## src/rtl/zorro_bus_arbiter.sv

```systemverilog
// Zorro expansion-bus arbiter: collects slot EBR_n requests, wins the CPU bus through BR/BG,
// then hands it to one slot at a time with grant timeout, per-slot lockout and grant reporting.
module zorro_bus_arbiter #(
    parameter int N_SLOTS       = 5,
    parameter int SLOT_W        = 3,
    parameter int GRANT_TIMEOUT = 16,
    parameter int PRIORITY_MODE = 0
) (
    input  logic               clk100,
    input  logic               reset_n_in,
    input  logic               cpuclk_rising,
    input  logic               access_state_idle,
    input  logic [N_SLOTS-1:0] ebr_n_in,
    input  logic               ebgack_n_in,
    input  logic               bg_n_in,
    output logic               br_n_out,
    output logic               br_n_oe,
    output logic [N_SLOTS-1:0] ebg_n_out,
    output logic [N_SLOTS-1:0] ebg_n_oe,
    output logic               own_n_out,
    output logic               own_n_oe,
    output logic [1:0]         bm_state,
    output logic [SLOT_W-1:0]  grant_slot,
    output logic               timeout_pulse
);
    typedef enum logic [1:0] {
        ST_IDLE    = 2'd0,
        ST_REQ_CPU = 2'd1,
        ST_GRANTED = 2'd2,
        ST_OWNED   = 2'd3
    } state_t;

    localparam logic [7:0] TIMEOUT_TICKS = 8'(GRANT_TIMEOUT);

    function automatic logic [N_SLOTS-1:0] slot_onehot(input logic [SLOT_W-1:0] idx);
        return N_SLOTS'(1) << idx;
    endfunction

    function automatic logic [SLOT_W-1:0] next_slot(input logic [SLOT_W-1:0] idx);
        return (idx == SLOT_W'(N_SLOTS - 1)) ? '0 : idx + SLOT_W'(1);
    endfunction

    // Round-robin scans upward from rr with wrap; fixed mode always scans from slot 0.
    function automatic logic [SLOT_W-1:0] pick_winner(input logic [N_SLOTS-1:0] elig,
                                                      input logic [SLOT_W-1:0]  rr);
        logic [SLOT_W-1:0] win;
        logic              found;
        int                idx;
        win   = '0;
        found = 1'b0;
        for (int i = 0; i < N_SLOTS; i++) begin
            idx = (PRIORITY_MODE == 0) ? (int'(rr) + i) % N_SLOTS : i;
            if (!found && ((elig & (N_SLOTS'(1) << idx)) != '0)) begin
                win   = SLOT_W'(idx);
                found = 1'b1;
            end
        end
        return win;
    endfunction

    logic [N_SLOTS-1:0] ebr_meta_q, ebr_sync_q;
    logic               ack_meta_q, ack_sync_q;
    logic               bg_meta_q, bg_sync_q;

    state_t             state_q;
    logic               oe_q;
    logic               br_n_q;
    logic [N_SLOTS-1:0] ebg_n_q;
    logic               own_n_q;
    logic [SLOT_W-1:0]  grant_slot_q;
    logic [SLOT_W-1:0]  winner_q;
    logic [SLOT_W-1:0]  rr_q;
    logic [N_SLOTS-1:0] lockout_q;
    logic [7:0]         cnt_q;
    logic               timeout_q;

    logic [N_SLOTS-1:0] eligible_s;
    logic [N_SLOTS-1:0] lockout_d;
    logic               withdrawn_s;
    logic [7:0]         cnt_inc_s;

    // Two-flop synchronisers; reset to the released (high) level of each bus line.
    always_ff @(posedge clk100 or negedge reset_n_in) begin
        if (!reset_n_in) begin
            ebr_meta_q <= '1;
            ebr_sync_q <= '1;
            ack_meta_q <= 1'b1;
            ack_sync_q <= 1'b1;
            bg_meta_q  <= 1'b1;
            bg_sync_q  <= 1'b1;
        end else begin
            ebr_meta_q <= ebr_n_in;
            ebr_sync_q <= ebr_meta_q;
            ack_meta_q <= ebgack_n_in;
            ack_sync_q <= ack_meta_q;
            bg_meta_q  <= bg_n_in;
            bg_sync_q  <= bg_meta_q;
        end
    end

    assign eligible_s  = ~ebr_sync_q & ~lockout_q;
    assign lockout_d   = lockout_q & ~ebr_sync_q;
    assign withdrawn_s = (ebr_sync_q & slot_onehot(winner_q)) != '0;
    assign cnt_inc_s   = cnt_q + 8'd1;

    // Arbitration FSM with registered bus outputs; it only moves on cpuclk strobes.
    always_ff @(posedge clk100 or negedge reset_n_in) begin
        if (!reset_n_in) begin
            state_q      <= ST_IDLE;
            oe_q         <= 1'b0;
            br_n_q       <= 1'b1;
            ebg_n_q      <= '1;
            own_n_q      <= 1'b1;
            grant_slot_q <= '0;
            winner_q     <= '0;
            rr_q         <= '0;
            lockout_q    <= '0;
            cnt_q        <= 8'd0;
            timeout_q    <= 1'b0;
        end else begin
            oe_q      <= 1'b1;
            timeout_q <= 1'b0;
            if (cpuclk_rising) begin
                lockout_q <= lockout_d;
                case (state_q)
                    ST_IDLE: begin
                        if (eligible_s != '0) begin
                            br_n_q   <= 1'b0;
                            winner_q <= pick_winner(eligible_s, rr_q);
                            state_q  <= ST_REQ_CPU;
                        end
                    end
                    ST_REQ_CPU: begin
                        if (withdrawn_s) begin
                            br_n_q  <= 1'b1;
                            state_q <= ST_IDLE;
                        end else if (!bg_sync_q && access_state_idle) begin
                            ebg_n_q      <= ~slot_onehot(winner_q);
                            grant_slot_q <= winner_q;
                            cnt_q        <= 8'd0;
                            state_q      <= ST_GRANTED;
                        end
                    end
                    ST_GRANTED: begin
                        cnt_q <= cnt_inc_s;
                        if (!ack_sync_q) begin
                            own_n_q <= 1'b0;
                            state_q <= ST_OWNED;
                        end else if (withdrawn_s) begin
                            ebg_n_q      <= '1;
                            br_n_q       <= 1'b1;
                            grant_slot_q <= '0;
                            state_q      <= ST_IDLE;
                        end else if (cnt_inc_s == TIMEOUT_TICKS) begin
                            ebg_n_q      <= '1;
                            br_n_q       <= 1'b1;
                            grant_slot_q <= '0;
                            lockout_q    <= lockout_d | slot_onehot(winner_q);
                            timeout_q    <= 1'b1;
                            rr_q         <= next_slot(winner_q);
                            state_q      <= ST_IDLE;
                        end
                    end
                    ST_OWNED: begin
                        if (ack_sync_q) begin
                            ebg_n_q      <= '1;
                            br_n_q       <= 1'b1;
                            own_n_q      <= 1'b1;
                            grant_slot_q <= '0;
                            rr_q         <= next_slot(winner_q);
                            state_q      <= ST_IDLE;
                        end
                    end
                    default: state_q <= ST_IDLE;
                endcase
            end
        end
    end

    assign br_n_out      = br_n_q;
    assign br_n_oe       = oe_q;
    assign ebg_n_out     = ebg_n_q;
    assign ebg_n_oe      = {N_SLOTS{oe_q}};
    assign own_n_out     = own_n_q;
    assign own_n_oe      = oe_q;
    assign bm_state      = state_q;
    assign grant_slot    = grant_slot_q;
    assign timeout_pulse = timeout_q;
endmodule

```

## config.mk

```make
export PLATFORM = sky130hd
export DESIGN_NAME = zorro_bus_arbiter
export DESIGN_NICKNAME = d
export VERILOG_FILES = /design/src/rtl/zorro_bus_arbiter.sv
export SDC_FILE = /design/constraint.sdc
export NUM_CORES = 1
export LEC_CHECK = 0
export BUFFER_PORTS_ARGS = -buffer_cell sky130_fd_sc_hd__clkbuf_2
export CORE_ASPECT_RATIO = 0.8
export CORE_MARGIN = 5
export CORE_UTILIZATION = 50
export CTS_BUF_LIST = sky130_fd_sc_hd__clkbuf_16
export DETAILED_ROUTE_END_ITERATION = 12
export PLACE_DENSITY = 0.68
export SLEW_MARGIN = 20
export SYNTH_ARGS = -nofsm -noshare
export SYNTH_HDL_FRONTEND = slang
export SYNTH_SLANG_ARGS = --single-unit
```

## constraint.sdc

```tcl
create_clock -name clk100 -period 5.2 [get_ports clk100]
set_input_delay 0.78 -clock clk100 [delete_from_list [all_inputs] [get_ports clk100]]
set_output_delay 0.78 -clock clk100 [all_outputs]
set_load 0.01 [all_outputs]
```

==> results by group <==
Run status
  • Outcome: completed

Synthesis
  • Syn nets: about 530
  • Ys async rst share: 1.00
  • Count of cell types in the netlist: 76
  • Seq/Total Area, Yosys: 0.295
  • YS warnings: 0
  • Synth Cell Area: approximately 4000 µm²
  • Synth Instances: slightly below 500
  • Mean post-synth cell area: between 8 and 9 µm²
  • Yosys reg bits: 47
  • Post-synth EDFFs: 0
  • Synth Flop Type: dfrtp_1

STA
  • Sum Neg Setup Slack: 0 ns
  • Final Critical Period: 4.63 ns
  • Measured slew at the worst slew-check pin: roughly 0.64 ns
  • Final Cycle Share: 0.890
  • Max frequency: between 200 and 250 MHz
  • RSZ-0062 raised after global routing: no
  • Endpoints failing setup: 0
  • Worst slew margin: 0.572
  • Pins Over Slew Limit: 0
  • Setup WS post-layout: between 0.5 and 0.6 ns
  • Final Hold Viols: 0
  • Worst clock skew: 0.00370 ns

Clock tree
  • Inserted Clock Buffers: 5
  • Clock slew seen by the registers of the worst setup and hold paths: 0.07 ns
  • Worst-Skew Late Latency: between 0.2 and 0.3 ns
  • CTS Root Cell: clkbuf_16
  • Clk sink count: between 40 and 50
  • Setup bufs post-CTS: 0
  • Clock Path Buffers: 2
  • Hold-fix buffers, CTS: 0
  • Post-CTS sizing: 0
  • CTS tree: yes
  • CTS H-tree depth: 2

Floorplan
  • Die Wd: between 100 and 150 µm
  • IO Pins: 31
  • Die ar.: 10,100 µm²
  • Die Ht: 90.7 µm
  • Initial core utilization: 0.513
  • Core area: a little under 8000 µm²
  • # rows: 29

Detailed routing
  • Drt wl/cell: around 17 µm
  • DR vias: between 3,000 and 4,000
  • Final wirelength: between 10 and 15 mm
  • # DRC: 0
  • Vias per inst: 6.24
  • First DRT Iteration DRCs: around 270
  • TritonRoute pass-1 iters: 7
  • Final ANT Viol Nets: 0

Worst setup path
  • CP max FO: 17
  • Startpoint Class: flop
  • Critical Path AT: about 4.8 ns
  • Capturing element type of the critical path: flop
  • Worst EP required: roughly 5.4 ns
  • Critical path type: reg2reg
  • Reg2reg setup slack: between 0.5 and 0.6 ns

Finish
  • Layout cells sized above 1: 0.203
  • Final nets: 547
  • Layout fillers: around 720
  • Area growth from synthesis to layout: 9.24%
  • Antenna diodes: 0

GRT
  • Largest net degree at the start of global routing: 32
  • First-pass GRT wire length: ~17 mm
  • Gr usage total: 0.203
  • Number of global-route vias before repair: between 3,000 and 4,000
  • Total grt overflow: 0
  • Initial antenna violation count: 0

Job
  • Max-Cap Viols: 0

Place
  • I/O Buffers: 30
  • Post-DP HPWL: roughly 7.7 mm
  • RePlAce Congestion: approximately 0.90
  • Dpl ws: approximately 0.63 ns

Min path
  • Hold crit path type: reg2reg
-- final timing paths --
check / start / depth (start not counted) / endpoint
min in group asynchronous: reset_n_in / 1 / lockout_q[2]
setup / recovery: rr_q[1] / 15 / winner_q[2]
hold / removal: ebr_meta_q[0] / 0 / ebr_sync_q[0]
hold reg to reg: ebr_meta_q[0] / 0 / ebr_sync_q[0]
max in group asynchronous: reset_n_in / 2 / own_n_out
setup reg to reg: rr_q[1] / 15 / winner_q[2]
-- cell usage after synthesis, drive strengths merged (5+ instances only) --
cell type	number	area share
a31oi	9	0.015
dfrtp	26	0.16
o211ai	6	0.011
nor3	18	0.022
a21o	8	0.015
dfstp	21	0.14
a21oi	33	0.042
o21ai	37	0.045
inv	25	0.023
a22o	5	0.011
ha	30	0.092
and3	9	0.014
o221ai	5	0.011
buf	15	0.021
nand2	44	0.041
nand2b	10	0.015
clkbuf	13	0.012
xnor2	5	0.011
or2	11	0.017
nand3	12	0.015
nor2b	8	0.012
mux2	9	0.025
mux2i	8	0.020
a211oi	8	0.016
nor2	37	0.034
-- registers in the layout, summed over array words and instances (netlist names), 2 cells and up --
signal and flops:
bm_state 2, cnt_q 8, ebg_n_out 5, ebr_meta_q 5, ebr_sync_q 5, grant_slot 3
lockout_q 5, rr_q 3, winner_q 3
-- logic make-up after synthesis --
kind of cell,Yosys count,share of synthesized area
and+or+nand+nor,177,0.223
AOI/OAI and AO/OA,152,0.260
buffers and inverters,53,0.0565
DFF,47,0.295
adders and majority gates,30,0.0921
muxes,19,0.0556
xor gates and xnor gates,7,0.0169
other,1,0.000920
-- critical path, stage by stage, from the launching register on --
cell and delay [ns]:
dfrtp_1 0.46, buf_4 0.23, ha_1 0.58, a21oi_2 0.09
xnor2_1 0.47, inv_1 0.16, ha_1 0.26, or2_2 0.28
a21o_1 0.21, and3_1 0.21, o311a_1 0.15, a2111o_1 0.41
a2111oi_2 0.42, and3_1 0.28, nor3_1 0.08, o31ai_1 0.23
-- layout by cell type (no fill, tap or decap), types with 9 or more instances in the layout --
cell type,netlist,routed
nand3_1,12,12
inv_1,24,25
and3_1,9,9
clkbuf_2,0,30
nor2_1,37,37
dfrtp_1,26,26
nor3_1,18,18
buf_4,6,11
nand2b_1,10,10
or2_2,11,11
a21oi_1,31,31
ha_1,30,30
dfstp_2,21,21
nand2_1,44,44
mux2_2,9,9
o21ai_0,34,34
-- area by class of cell --
type	instances	area, µm²	share of cell area
Clock buffer	5	125	0.0281
Clock inverter	3	20.0	0.00450
Inverter	25	93.8	0.0211
Multi-Input combinational cell	386	2640	0.593
Sequential cell	47	1200	0.270
Tap cell	108	135	0.0304
Timing Repair Buffer	41	233	0.0523
-- metrics by stage --
| stage | cell area (µm²) | hold WS [ns] | utilization | instances |
|---|---|---|---|---|
| 2_1_floorplan | 4070 | 0.345 | - | 486 |
| 3_3_place_gp | 4310 | 0.346 | 0.542 | 607 |
| 3_5_place_dp | 4310 | 0.348 | 0.542 | 607 |
| 4_1_cts | 4450 | 0.358 | 0.560 | 615 |
| 5_1_grt | 4450 | 0.361 | 0.560 | 615 |
| 6_report | 4450 | 0.356 | 0.560 | 615 |
-- routing by layer --
layer | routed length, µm | GRT usage | vias to the layer above | share of wire
met5 | 0 | 0 | - | 0
met4 | 115 | 0.0338 | 0 | 0.011
met3 | 672 | 0.0368 | 11 | 0.065
met2 | 4570 | 0.304 | 156 | 0.44
met1 | 5050 | 0.309 | 1828 | 0.49
li1 | - | - | 1842 | -
Power is not shown: default switching activity piles up to over one toggle a cycle in this logic, so the estimate is an artifact.
